===== src/rtl/wb_pkg.sv =====
// Shared writeback definitions: payload widths and the per-requester result record.
package wb_pkg;

    localparam int unsigned DATA_W = 32;
    localparam int unsigned PREG_W = 6;
    localparam int unsigned ROB_W  = 5;

    typedef struct packed {
        logic [DATA_W-1:0] data;
        logic [PREG_W-1:0] dest;
        logic              wb;
        logic [ROB_W-1:0]  rob_id;
    } wb_req_t;

endpackage


===== src/rtl/rr_arbiter.sv =====
// Combinational round-robin pick: first valid index at or above ptr, wrapping modulo N.
module rr_arbiter #(
    parameter int unsigned N  = 3,
    parameter int unsigned PW = 2
) (
    input  logic [N-1:0]  valid,
    input  logic [PW-1:0] ptr,
    output logic [N-1:0]  grant,
    output logic [PW-1:0] idx,
    output logic          any
);

    int unsigned cand;

    always_comb begin
        grant = '0;
        idx   = '0;
        any   = 1'b0;
        cand  = 0;
        for (int unsigned k = 0; k < N; k++) begin
            cand = 32'(ptr) + k;
            if (cand >= N) begin
                cand = cand - N;
            end
            if (!any && valid[PW'(cand)]) begin
                any                = 1'b1;
                grant[PW'(cand)]   = 1'b1;
                idx                = PW'(cand);
            end
        end
    end

endmodule


===== src/rtl/wb_port_arbiter.sv =====
// Shares one register-file write port and one ROB completion port among NREQ
// variable-latency units with round-robin grant, registered outputs and flush squash.
module wb_port_arbiter
    import wb_pkg::*;
#(
    parameter int unsigned NREQ = 3,
    parameter int unsigned CNTW = 16
) (
    input  logic                   cpu_clock_i,
    input  logic                   cpu_resetn_i,
    input  logic                   flush_i,
    input  logic [NREQ-1:0]        req_valid_i,
    input  logic [NREQ*DATA_W-1:0] req_data_i,
    input  logic [NREQ*PREG_W-1:0] req_dest_i,
    input  logic [NREQ-1:0]        req_wb_i,
    input  logic [NREQ*ROB_W-1:0]  req_rob_id_i,
    output logic [NREQ-1:0]        req_ready_o,
    output logic [DATA_W-1:0]      wb_data_o,
    output logic [PREG_W-1:0]      wb_dest_o,
    output logic                   wb_wen_o,
    output logic [ROB_W-1:0]       rob_id_o,
    output logic                   rob_valid_o,
    output logic [CNTW-1:0]        contention_o
);

    localparam int unsigned PW = $clog2(NREQ);

    wb_req_t            reqs [NREQ];
    wb_req_t            sel;
    logic [NREQ-1:0]    raw_grant;
    logic [PW-1:0]      gidx;
    logic               gany;
    logic               take;
    logic               contend;
    logic [PW-1:0]      next_ptr;

    logic [PW-1:0]      ptr_q;
    logic [DATA_W-1:0]  data_q;
    logic [PREG_W-1:0]  dest_q;
    logic [ROB_W-1:0]   rob_q;
    logic               wen_q;
    logic               rv_q;
    logic [CNTW-1:0]    cnt_q;

    // Unpack the flat requester buses into per-unit records.
    for (genvar i = 0; i < NREQ; i++) begin : g_unpack
        assign reqs[i] = {req_data_i[DATA_W*i +: DATA_W],
                          req_dest_i[PREG_W*i +: PREG_W],
                          req_wb_i[i],
                          req_rob_id_i[ROB_W*i +: ROB_W]};
    end

    rr_arbiter #(
        .N  (NREQ),
        .PW (PW)
    ) u_rr (
        .valid (req_valid_i),
        .ptr   (ptr_q),
        .grant (raw_grant),
        .idx   (gidx),
        .any   (gany)
    );

    assign req_ready_o = flush_i ? '0 : raw_grant;
    assign take        = gany & ~flush_i;
    assign sel         = reqs[gidx];
    assign contend     = ($countones(req_valid_i) >= 2) && !flush_i;
    assign next_ptr    = (gidx == PW'(NREQ - 1)) ? '0 : gidx + 1'b1;

    always_ff @(posedge cpu_clock_i or negedge cpu_resetn_i) begin
        if (!cpu_resetn_i) begin
            ptr_q  <= '0;
            data_q <= '0;
            dest_q <= '0;
            rob_q  <= '0;
            wen_q  <= 1'b0;
            rv_q   <= 1'b0;
            cnt_q  <= '0;
        end else begin
            wen_q <= take & sel.wb;
            rv_q  <= take;
            if (take) begin
                data_q <= sel.data;
                dest_q <= sel.dest;
                rob_q  <= sel.rob_id;
                ptr_q  <= next_ptr;
            end
            if (contend && (cnt_q != '1)) begin
                cnt_q <= cnt_q + 1'b1;
            end
        end
    end

    // A flush also kills the result already on the ports this cycle.
    assign wb_wen_o     = wen_q & ~flush_i;
    assign rob_valid_o  = rv_q & ~flush_i;
    assign wb_data_o    = data_q;
    assign wb_dest_o    = dest_q;
    assign rob_id_o     = rob_q;
    assign contention_o = cnt_q;

endmodule


===== config.mk =====
export PLATFORM = sky130hd
export DESIGN_NAME = wb_port_arbiter
export DESIGN_NICKNAME = d
export VERILOG_FILES = /design/src/rtl/wb_pkg.sv /design/src/rtl/rr_arbiter.sv /design/src/rtl/wb_port_arbiter.sv
export SDC_FILE = /design/constraint.sdc
export NUM_CORES = 1
export LEC_CHECK = 0
export BUFFER_PORTS_ARGS = -buffer_cell sky130_fd_sc_hd__buf_2
export CORE_ASPECT_RATIO = 0.7
export CORE_MARGIN = 2
export CORE_UTILIZATION = 41
export CTS_CLUSTER_DIAMETER = 150
export DETAILED_ROUTE_END_ITERATION = 10
export PLACE_DENSITY = 0.77
export SLEW_MARGIN = 25
export SYNTH_ARGS = -nofsm -noshare
export SYNTH_HDL_FRONTEND = slang
export SYNTH_SLANG_ARGS = --single-unit

===== constraint.sdc =====
create_clock -name cpu_clock_i -period 6.94 [get_ports cpu_clock_i]
set_input_delay 0.694 -clock cpu_clock_i [delete_from_list [all_inputs] [get_ports cpu_clock_i]]
set_output_delay 0.694 -clock cpu_clock_i [all_outputs]
set_load 0.03 [all_outputs]

# Word level (Yosys, flattened, before mapping)
# Index checks and enable logic that the tools add are counted.
# word_totals
ff_bits	63
wordCells	76
output_inout_bits	64
in_bits	138
# op_classes
n_reduce_logical	10
magnitude_cmp	11
muxes	29
bitwise	8
add_sub_neg	9
n_eq_ne	2
# ops
op	n
$bmux 44 s2	1
$mux 44	2
$add 16x1->16 const B	1
$ne 16x16->1 const B	1
$mux 2	7
$mux 3	4
$ge 3x2->1 const B	3
$lt 2x3->1 const B	3
$mux 1	9
$logic_and 1x1->1	7
$bmux 1 s2	3
$demux 1 s2	3
$ge 2x1->1 const B	3
$or 3x3->3	2
$sub 2x2->2 const B	3
$and 1x1->1	4
$add 2x1->3	1
$add 2x1->3 const B	1
$add 2x2->3 const B	1
$ge 3x3->1 const B	1
$logic_not 1->1	3
$not 2->3	1
$add 1x1->2	1
$add 2x1->2 const B	1
3 further kinds	3

# Longest topological paths before layout
# Gate-level depths: netlist of the first run.
# depth
depth_word	16
depth_mapped	12
ltp_nobuf	9

# Hierarchy
# Synthesis of the first run repeated with hierarchy kept, for this count alone.
# hier_totals
hier_cells	382
area_unflattened_um2	3540.9
# by_module_without_submodules
mod	cells_per_inst	area_each_um2	seq_area_each_um2	n_inst
wb_port_arbiter	341	3259.4	1576.5	1
rr_arbiter	41	281.5	0.0	1

# Least setup slack after synthesis of the first run
# Ideal clock, no wire load.
# synth_path
kind	input-to-output
startpoint	input port req_valid_i[1]
endpoint	output port req_ready_o[2]
cell_stages	6
slack_ps	3974
required_ps	6246
path_buffers	1
arrival_time_ps	2272
path_cell_list	buf_2 mux2_4 a21oi_4 a21boi_2 nor2_1 nor3_1
# synth_between
elab_chain_cells	10
word_cells_on_any_way	18
classes_between	mux: 12; bitwise: 2; reduce/logical: 4
# synth_rtl
element	line_no	rtl
start, declared	wb_port_arbiter.sv:12	input logic [NREQ-1:0] req_valid_i,
$bmux 1 s2	rr_arbiter.sv:25	if (!any && valid[PW'(cand)]) begin
$mux 1 (not written as such)	rr_arbiter.sv:25	
$mux 1	rr_arbiter.sv:25	
$logic_not 1->1	rr_arbiter.sv:25	
$logic_and 1x1->1	rr_arbiter.sv:25	
$mux 1	rr_arbiter.sv:25	
$logic_not 1->1	rr_arbiter.sv:25	
$logic_and 1x1->1	rr_arbiter.sv:25	
$mux 3 *	rr_arbiter.sv:25	
$mux 3 *	wb_port_arbiter.sv:64	assign req_ready_o = flush_i ? '0 : raw_grant;
end, declared	wb_port_arbiter.sv:17	output logic [NREQ-1:0] req_ready_o,
# Every way passes the cells marked *; elsewhere a longest branch is shown, timed or not. The select of a mux whose other input is x is not followed.

# Worst setup path in the final report of the first run
# layout_path
startpoint	register ptr_q[1]
endpoint	register data_q[8] (netlist: wb_data_o[8])
# layout_between
elab_chain_cells	15
word_cells_on_any_way	32
classes_between	add/sub: 5; order compare: 3; mux: 18; bitwise: 2; reduce/logical: 4
# layout_rtl
element	line_no	rtl
start, declared	wb_port_arbiter.sv:37	logic [PW-1:0] ptr_q;
start signal, assigned	wb_port_arbiter.sv:86	ptr_q <= next_ptr;
parallel branches: the longest is 15 deep, another holds $add 2x1->3	n/a	
end signal, assigned	wb_port_arbiter.sv:83	data_q <= sel.data;
end, declared	wb_port_arbiter.sv:38	logic [DATA_W-1:0] data_q;
# Several ways; the timed one is not identified. The select of a mux whose other input is x is not followed.
# A chain may end at the register's enable or synchronous reset.

==> results of run 1 <==
==> per-layer routing <==
layer | track usage | vias up
met3 | 0.0423 | 4
met1 | 0.281 | 1685
met5 | 0 | -
met2 | 0.373 | 151
li1 | - | 1692
met4 | 0.0372 | 0
==> power by group <==
part	internal [mW]	switching, mW	total [mW]
clock	0.245	0.168	0.414
combinational	0.500	1.04	1.54
sequential	0.526	0.0933	0.619
==> cell usage after synthesis (2+ instances only) <==
cell type | count | area, µm²
a21oi_1 | 26 | 130
a21oi_2 | 11 | 96.3
a221oi_1 | 4 | 35.0
a221oi_2 | 39 | 586
a22oi_1 | 2 | 15.0
and2_1 | 3 | 18.8
and3_1 | 3 | 18.8
and4_1 | 4 | 35.0
buf_2 | 16 | 80.1
buf_4 | 5 | 37.5
buf_6 | 5 | 56.3
clkbuf_1 | 4 | 15.0
dfrtp_1 | 63 | 1580
ha_1 | 6 | 75.1
inv_1 | 4 | 15.0
inv_2 | 2 | 7.51
mux2i_1 | 2 | 20.0
nand2_1 | 9 | 33.8
nand2b_1 | 2 | 12.5
nand3_1 | 38 | 190
nand3b_1 | 2 | 15.0
nand4_1 | 4 | 25.0
nor2_1 | 48 | 180
nor2b_1 | 4 | 25.0
o21ai_1 | 3 | 15.0
o2bb2ai_1 | 10 | 87.6
xnor2_1 | 13 | 114
xor2_1 | 2 | 17.5
==> cells by family after synthesis <==
logic type                 after synthesis
adders and majority gates                6
DFF                                     63
muxes                                    4
and+or+nand+nor                        121
xor gates and xnor gates                15
AOI/OAI and AO/OA                      106
buffers and inverters                   36
==> path summary, 6_finish.rpt <==
path,startpoint,endpoint,slack (ns),cells past startpoint
max reg2reg,ptr_q[1],wb_data_o[8],3.59,9
min in group asynchronous,cpu_resetn_i,contention_o[8],0.55,2
max,ptr_q[1],wb_data_o[8],3.59,9
min reg2reg,contention_o[13],contention_o[13],0.48,1
max in group asynchronous,cpu_resetn_i,wb_data_o[22],5.85,2
min,contention_o[13],contention_o[13],0.48,1
==> flip-flops by register name, summed over array words and instances (netlist names) <==
signal / cells
rob_id_o: 5
wb_dest_o: 6
contention_o: 16
wen_q: 1
rv_q: 1
ptr_q: 2
wb_data_o: 32
==> worst register-to-register path: cells and delay by family (launching register included) <==
| kind | cells | cell delay [ns] |
|---|---|---|
| and+or+nand+nor | 1 | 0.26 |
| muxes | 1 | 0.34 |
| buffers and inverters | 3 | 1.15 |
| adders and majority gates | 1 | 0.26 |
| AOI/OAI and AO/OA | 3 | 0.82 |
| DFF | 1 | 0.40 |
==> layout make-up <==
cell class	count	area share
Clock buffer	9	0.0450
Sequential cell	63	0.315
Multi-Input combinational cell	252	0.385
Tap cell	120	0.0300
Clock inverter	7	0.0110
Inverter	6	0.00450
Timing Repair Buffer	207	0.210
==> out/metrics.yaml, run 1 <==
status:
  outcome: "finished, final reports clean"
cells_and_area:
  layout_commonest_cell: "buf_2"
  final_cell_mix: "201 x buf_2, 63 x dfrtp_1, 48 x nor2_1, 39 x a221oi_2, 38 x nand3_1"
  drive_gt1_frac: 0.528
  nets: 683
  multi_input_area_mm2: 0.00193
  fin_area_mm2: 0.00501
  fillers: 795
  register_area_mm2: 0.00158
  fin_util: 0.581
  area_growth_pct: 35.0
  antennaDiodeCount: 0
  stdcell_count: 664
timing:
  finalMaxSlewViolations: 0
  finalSetupViolCount: 0
  fmax_mhz: 298
  finalSetupTns_ns: 0
  rsz0062_at_grt: "no"
  period_share: 0.483
  period_minus_slack_ns: 3.35
  worstMarginPinSlew_ns: 0.815
  fin_ws_ns: 3.59
  holdWs_ns: 0.480
  skew_ns: 0.00693
  slew_headroom: 0.457
  final_hold_viol_count: 0
routing:
  drt-total-wl_mm: 10.7
  drt_iter0_drc: 181
  drc: 0
  vias: 3532
  wire_per_inst_um: 16.1
  routedLengthMet1_mm: 4.63
  ant_nets: 0
  first_pass_iters: 4
  vias_per_cell: 5.32
  highest_layer: "met4"
  wl_met3_um: 667
  met2_wirelength_mm: 5.37
setup_path:
  crit_type: "reg2reg"
  end_kind: "register"
  required_ns: 7.13
  worstPathArrival_ns: 3.54
  cp-start-kind: "register"
  path_delay_family: "buffers and inverters"
  max_stage_delay_ns: 0.54
  cp_num_buf_inv: 3
  path_cells: "inv_1, ha_1, mux2_4, a21oi_4, a31o_2, buf_4, inv_2, nor2_1, o2bb2ai_1"
  critPathSlowestCell: "buf_4"
  cp_max_fo: 46
clock_network:
  cts_buffer_depth: 2
  clk_latency_ns: 0.32
  root_buffer: "clkbuf_16"
  cts.htree.levels: 3
  cts.hold.buffers_added: 0
  numCtsBuffers: 9
  cts_setup_buffers: 0
  path_clk_slew_ns: 0.06
  cts_tree: "done"
  clkSinkCount: 63
  ctsResizeCount: 0
yosys:
  synth_fa_ha_area_frac: 0.0202
  synth_compound_area_frac: 0.292
  async_flop_share: 1.00
  synth_xor_area_frac: 0.0354
  ys_seq_area_frac: 0.425
  yosys_warnings: 0
  ys_ff_latch: 63
  yosysUniqueCellTypes: 45
  synth-edff-count: 0
  synth_flop_cell: "dfrtp_1"
  avgSynthCellArea_um2: 10.6
  syn_area_mm2: 0.00371
  synth_fp_nets: 495
  synth_cells: 351
  synth_top_family_by_area: "compound AO/OA/AOI/OAI gates"
  synth-simple-area-share: 0.158
  muxShareOfSynthArea: 0.0125
pwr:
  ir_drop_v: 0.000227
  p_leak_nw: 2.40
  power_mw: 2.57
  powerDensity_mw_per_mm2: 513
min_path:
  min_path_type: "reg2reg"
floorplan:
  initial_core_util: 0.430
  die-height_um: 83.6
  io_pins: 202
  rows: 28
  coreArea_mm2: 0.00862
  die_w_um: 118
  die_area_mm2: 0.00983
global_routing:
  grt_overflow_total: 0
  grt_pass1_vias: 3553
  grt_first_pass_wirelength_mm: 17.5
  antenna_found_initial: 0
  gr-usage-all-layers: 0.214
  grt_max_degree: 64
placed_design:
  place_inst: 648
  portBuffers: 201
  dp_hpwl_mm: 7.86
  post-place-ws_ns: 3.61
  placed_cell_area_mm2: 0.00473
  gp_congestion: 0.948
job:
  maxCapViolCount: 0
(Power assumes the default switching activity.)
==> inputs of run 2 (changes only) <==
PLACE_DENSITY = 0.8   (was 0.77)
clock period = 3.08 ns   (was 6.94 ns; I/O delays follow)
==> run 2 against run 1 <==
Critical path depth fell by 1. Highest routed layer unchanged. The flow now finishes with violations (negative hold slack). Final area is 2.1% higher. Critical endpoint is now req_ready_o[2]. Hold slack lost 0.49 ns. Power increased by 140%. Non-clock buffer count increased by 6. Count of clock-buffer cells in the layout up 3.
==> out/metrics.yaml, run 2 (synthesized netlist as in run 1, its figures left out) <==
status:
  outcome: "complete, but fails checks"
  violations: "negative hold slack"
pwr:
  power_mw: 6.08  # +140%
  ir_drop_v: 0.000496  # +120%
  p_leak_nw: 2.45  # +2.4%
  powerDensity_mw_per_mm2: 1190  # +130%
job:
  maxCapViolCount: 0  # unchanged
timing:
  rsz0062_at_grt: "no"
  slew_headroom: 0.449  # -0.00802
  finalMaxSlewViolations: 0  # unchanged
  skew_ns: 0.00722  # +0.000298 ns
  period_minus_slack_ns: 2.76
  period_share: 0.895
  final_hold_viol_count: 26  # +26
  finalSetupViolCount: 0  # unchanged
  holdWs_ns: -0.0151  # -0.495 ns
  fmax_mhz: 363
  worstMarginPinSlew_ns: 0.822  # +0.00755 ns
  finalSetupTns_ns: 0  # unchanged
routing:
  ant_nets: 0  # unchanged
  drc: 0  # unchanged
  vias: 3645  # +3.2%
  first_pass_iters: 7  # +3
  drt_iter0_drc: 143  # -21%
  drt-total-wl_mm: 11.6  # +8.1%
  vias_per_cell: 5.44  # +2.3%
  wire_per_inst_um: 17.3  # +7.1%
global_routing:
  grt_pass1_vias: 3772  # +6.2%
  antenna_found_initial: 1  # +1
  met1_usage: 0.285  # +0.00382
  grt-busiest-layer: "met2"
  grt_first_pass_wirelength_mm: 18.6  # +6.4%
  grt_util_met3: 0.0724  # +0.0301
  grt_overflow_total: 0  # unchanged
  grt_max_degree: 33  # -48%
  gr-usage-all-layers: 0.236  # +0.0216
  grtUsageMet2: 0.403  # +0.0301
floorplan:
  rows: 28  # unchanged
  die-height_um: 83.6  # unchanged
  die_w_um: 118  # unchanged
  initial_core_util: 0.430  # unchanged
  io_pins: 202  # unchanged
  coreArea_mm2: 0.00862  # unchanged
  die_area_mm2: 0.00983  # unchanged
cells_and_area:
  drive_gt1_frac: 0.528  # +0.000660
  layout_commonest_cell: "buf_2"
  largest_reg_flops: 32  # unchanged
  fillers: 740  # -6.9%
  fin_util: 0.593  # +0.0123
  nets: 689  # +0.88%
  multi_input_area_mm2: 0.00193  # unchanged
  stdcell_count: 670  # +0.90%
  register_area_mm2: 0.00158  # unchanged
  final_cell_mix: "201 x buf_2, 63 x dfrtp_1, 48 x nor2_1, 39 x a221oi_2, 38 x nand3_1"
  area_growth_pct: 37.9
clock_network:
  cts.hold.buffers_added: 0  # unchanged
  cts_tree: "done"
  cts_setup_buffers: 0  # unchanged
  cts_buffer_depth: 2  # unchanged
  path_clk_slew_ns: 0.05  # about the same
  ctsResizeCount: 0  # unchanged
  root_buffer: "clkbuf_16"
  numCtsBuffers: 9  # unchanged
  clk_latency_ns: 0.32  # about the same
  clkSinkCount: 63  # unchanged
  cts.htree.levels: 3  # unchanged
setup_path:
  crit_start: "ptr_q[1]"
  worstReg2RegStart: "ptr_q[1]"
  crit_type: "reg2out"
  end_kind: "primary output"
  required_ns: 2.77  # -4.36 ns
  cp_max_fo: 9  # -80%
  worstPathArrival_ns: 2.45  # -1.09 ns
  cp-start-kind: "register"
placed_design:
  place_inst: 654  # +0.93%
  dp_hpwl_mm: 8.64  # +10%
  gp_congestion: 0.835  # -12%
  portBuffers: 201  # unchanged
min_path:
  min_path_type: "in2async"
## run 2: worst paths after layout
kind	endpoint	slack, ns	depth (start not counted)
worst max-delay path	req_ready_o[2]	0.32	8
worst min-delay path	contention_o[10]	-0.02	1
worst max register to register	wb_data_o[8]	0.36	9
worst min register to register	contention_o[9]	0.49	1
max in group asynchronous	wb_data_o[0]	2.39	2
min in group cpu_clock_i	wb_data_o[16]	0.20	2
## run 2: stage by stage
step                setup slack (ns)  hold WS [ns]  cell area (µm²)
global route                   0.124        0.0234             5110
CTS                            0.322       0.00192             5110
finish                         0.322       -0.0151             5110
global placement               0.554         0.352             4800
detailed placement             0.401         0.353             4800
floorplan                      0.591        0.0124             3710
## run 2: final cells by class
type,count,area share
multi-input combinational,252,0.377
sequential,63,0.308
timing repair buffer,213,0.219
clock buffer,12,0.0482
tap,120,0.0294
clock inverter,3,0.0132
inverter,6,0.00441
antenna,1,0.000489
## run 2: critical path: stages, from the launching register on
cell	delay, ns
dfrtp_1	0.40
inv_1	0.11
ha_1	0.27
mux2_4	0.34
a21oi_4	0.25
a21boi_2	0.28
nor2_1	0.06
nor3_1	0.19
buf_2	0.23
## run 2: where the power goes
| group | internal (mW) | switching (mW) | leakage, nW |
|---|---|---|---|
| clock network | 0.726 | 0.348 | 0.149 |
| registers | 1.19 | 0.220 | 0.748 |
| logic | 1.21 | 2.39 | 1.56 |
## run 2: routing by layer
layer	vias to the layer above	part of all wire
met3	21	0.078
met4	0	0.015
li1	1708	-
met5	-	0
met2	190	0.50
met1	1726	0.41
==> inputs of run 3 (changes only) <==
RECOVER_POWER = 25   (was default)
SKIP_LAST_GASP = 1   (was default)
==> run 3 against run 2 <==
The run now ends clean. Clock skew is essentially flat. Core utilization fell by 0.10 points. Combinational power about the same. Non-clock buffer count unchanged. Count of clock-buffer cells in the layout is the same. Sequential power about the same. Die area is the same. First-iteration DRC count is 0.70% lower. Sequential share of layout area up 0.053 points. Hold slack better by 0.21 ns. Critical path type unchanged. Largest cell class unchanged.
==> out/metrics.yaml, run 3 (synthesized netlist as in run 1, its figures left out) <==
floorplan:
  die_w_um: 118  # unchanged
  initial_core_util: 0.430  # unchanged
  die-height_um: 83.6  # unchanged
  rows: 28  # unchanged
  die_area_mm2: 0.00983  # unchanged
  coreArea_mm2: 0.00862  # unchanged
  io_pins: 202  # unchanged
timing:
  skew_ns: 0.00741  # +0.000188 ns
  holdWs_ns: 0.198  # +0.213 ns
  finalSetupViolCount: 0  # unchanged
  fin_ws_ns: 0.302  # -0.0204 ns
  period_minus_slack_ns: 2.78  # +0.0204 ns
  rsz0062_at_grt: "no"
  finalMaxSlewViolations: 0  # unchanged
  fmax_mhz: 360  # -0.74%
  final_hold_viol_count: 0  # -100%
  worstMarginPinSlew_ns: 1.42  # +0.600 ns
  finalSetupTns_ns: 0  # unchanged
  slew_headroom: 0.0521  # -0.397
  period_share: 0.902  # +0.00664
clock_network:
  cts_tree: "done"
  clkSinkCount: 63  # unchanged
  clk_latency_ns: 0.32  # about the same
  root_buffer: "clkbuf_16"
  cts_buffer_depth: 2  # unchanged
  ctsResizeCount: 0  # unchanged
  path_clk_slew_ns: 0.05  # about the same
  cts.htree.levels: 3  # unchanged
  cts.hold.buffers_added: 0  # unchanged
  cts_setup_buffers: 0  # unchanged
  numCtsBuffers: 9  # unchanged
global_routing:
  grt_first_pass_wirelength_mm: 18.6  # unchanged
  gr-usage-all-layers: 0.236  # unchanged
  grt_pass1_vias: 3772  # unchanged
  grt_max_degree: 33  # unchanged
  grt_overflow_total: 0  # unchanged
  antenna_found_initial: 1  # unchanged
pwr:
  ir_drop_v: 0.000496  # about the same
  power_mw: 6.09  # +0.15%
  p_leak_nw: 2.44  # -0.41%
  powerDensity_mw_per_mm2: 1190  # +0.33%
cells_and_area:
  fin_util: 0.592  # -0.00102
  fin_area_mm2: 0.00510  # -0.17%
  layout_commonest_cell: "buf_2"
  fillers: 741  # +0.14%
  stdcell_count: 670  # unchanged
  largest_reg_flops: 32  # unchanged
  drive_gt1_frac: 0.523  # -0.00546
  area_growth_pct: 37.7
  final_cell_mix: "200 x buf_2, 63 x dfrtp_1, 48 x nor2_1, 39 x a221oi_2, 38 x nand3_1"
  nets: 689  # unchanged
setup_path:
  cp-start-kind: "register"
  cp_max_fo: 9  # unchanged
  worstPathArrival_ns: 2.47  # +0.02 ns
  required_ns: 2.77  # about the same
  end_kind: "primary output"
  crit_type: "reg2out"
job:
  maxCapViolCount: 0  # unchanged
min_path:
  min_path_type: "in2reg"
placed_design:
  gp_congestion: 0.835  # unchanged
  placed_cell_area_mm2: 0.00480  # unchanged
  place_inst: 654  # unchanged
  portBuffers: 201  # unchanged
  post-place-ws_ns: 0.401  # unchanged
  dp_hpwl_mm: 8.64  # unchanged
routing:
  drt_iter0_drc: 142  # -0.70%
  vias_per_cell: 5.48  # +0.77%
  ant_nets: 0  # unchanged
  wire_per_inst_um: 17.3  # +0.33%
  drc: 0  # unchanged
  vias: 3673  # +0.77%
  drt-total-wl_mm: 11.6  # +0.33%
  first_pass_iters: 4  # -3
status:
  outcome: "finished, final reports clean"
## run 3: cell types whose count changed in the layout (fill, tap and decap cells not counted), sizes merged
cell    before  now
clkbuf      12   15
buf        213  210
## run 3: final cells by class
class	count	area, µm²	share of cell area
multi-input combinational	252	1930	0.377
sequential	63	1580	0.309
timing repair buffer	213	1110	0.218
clock buffer	12	246	0.0483
tap	120	150	0.0294
clock inverter	3	67.6	0.0132
inverter	6	22.5	0.00441
antenna	1	2.50	0.000490
## run 3: path summary, 6_finish.rpt
kind	startpoint	end	slack (ns)	cells after the start
max	ptr_q[1]	req_ready_o[2]	0.30	8
min	req_rob_id_i[1]	rob_id_o[1]	0.20	2
max reg2reg	ptr_q[1]	wb_data_o[8]	0.36	9
min reg2reg	contention_o[5]	contention_o[5]	0.49	1
max in group asynchronous	cpu_resetn_i	wb_data_o[0]	1.15	2
min in group asynchronous	cpu_resetn_i	contention_o[10]	0.30	1
## run 3: routing by layer
metal | vias to the layer above | track usage | share of wire
met5 | - | 0 | 0
met4 | 0 | 0.0767 | 0.015
met1 | 1758 | 0.285 | 0.41
li1 | 1707 | - | -
met3 | 21 | 0.0724 | 0.071
met2 | 187 | 0.403 | 0.50
## run 3: power breakdown
part | switching, mW | leakage [nW] | internal, mW
registers | 0.222 | 0.748 | 1.19
logic | 2.39 | 1.55 | 1.21
clock network | 0.351 | 0.149 | 0.726
## run 3: worst max-delay path, stage by stage, from the launching register on
cell and delay [ns]:
dfrtp_1 0.40, inv_1 0.11, ha_1 0.28, mux2_4 0.34
a21oi_4 0.25, a21boi_2 0.27, nor2_1 0.06, nor3_1 0.20
buf_2 0.24
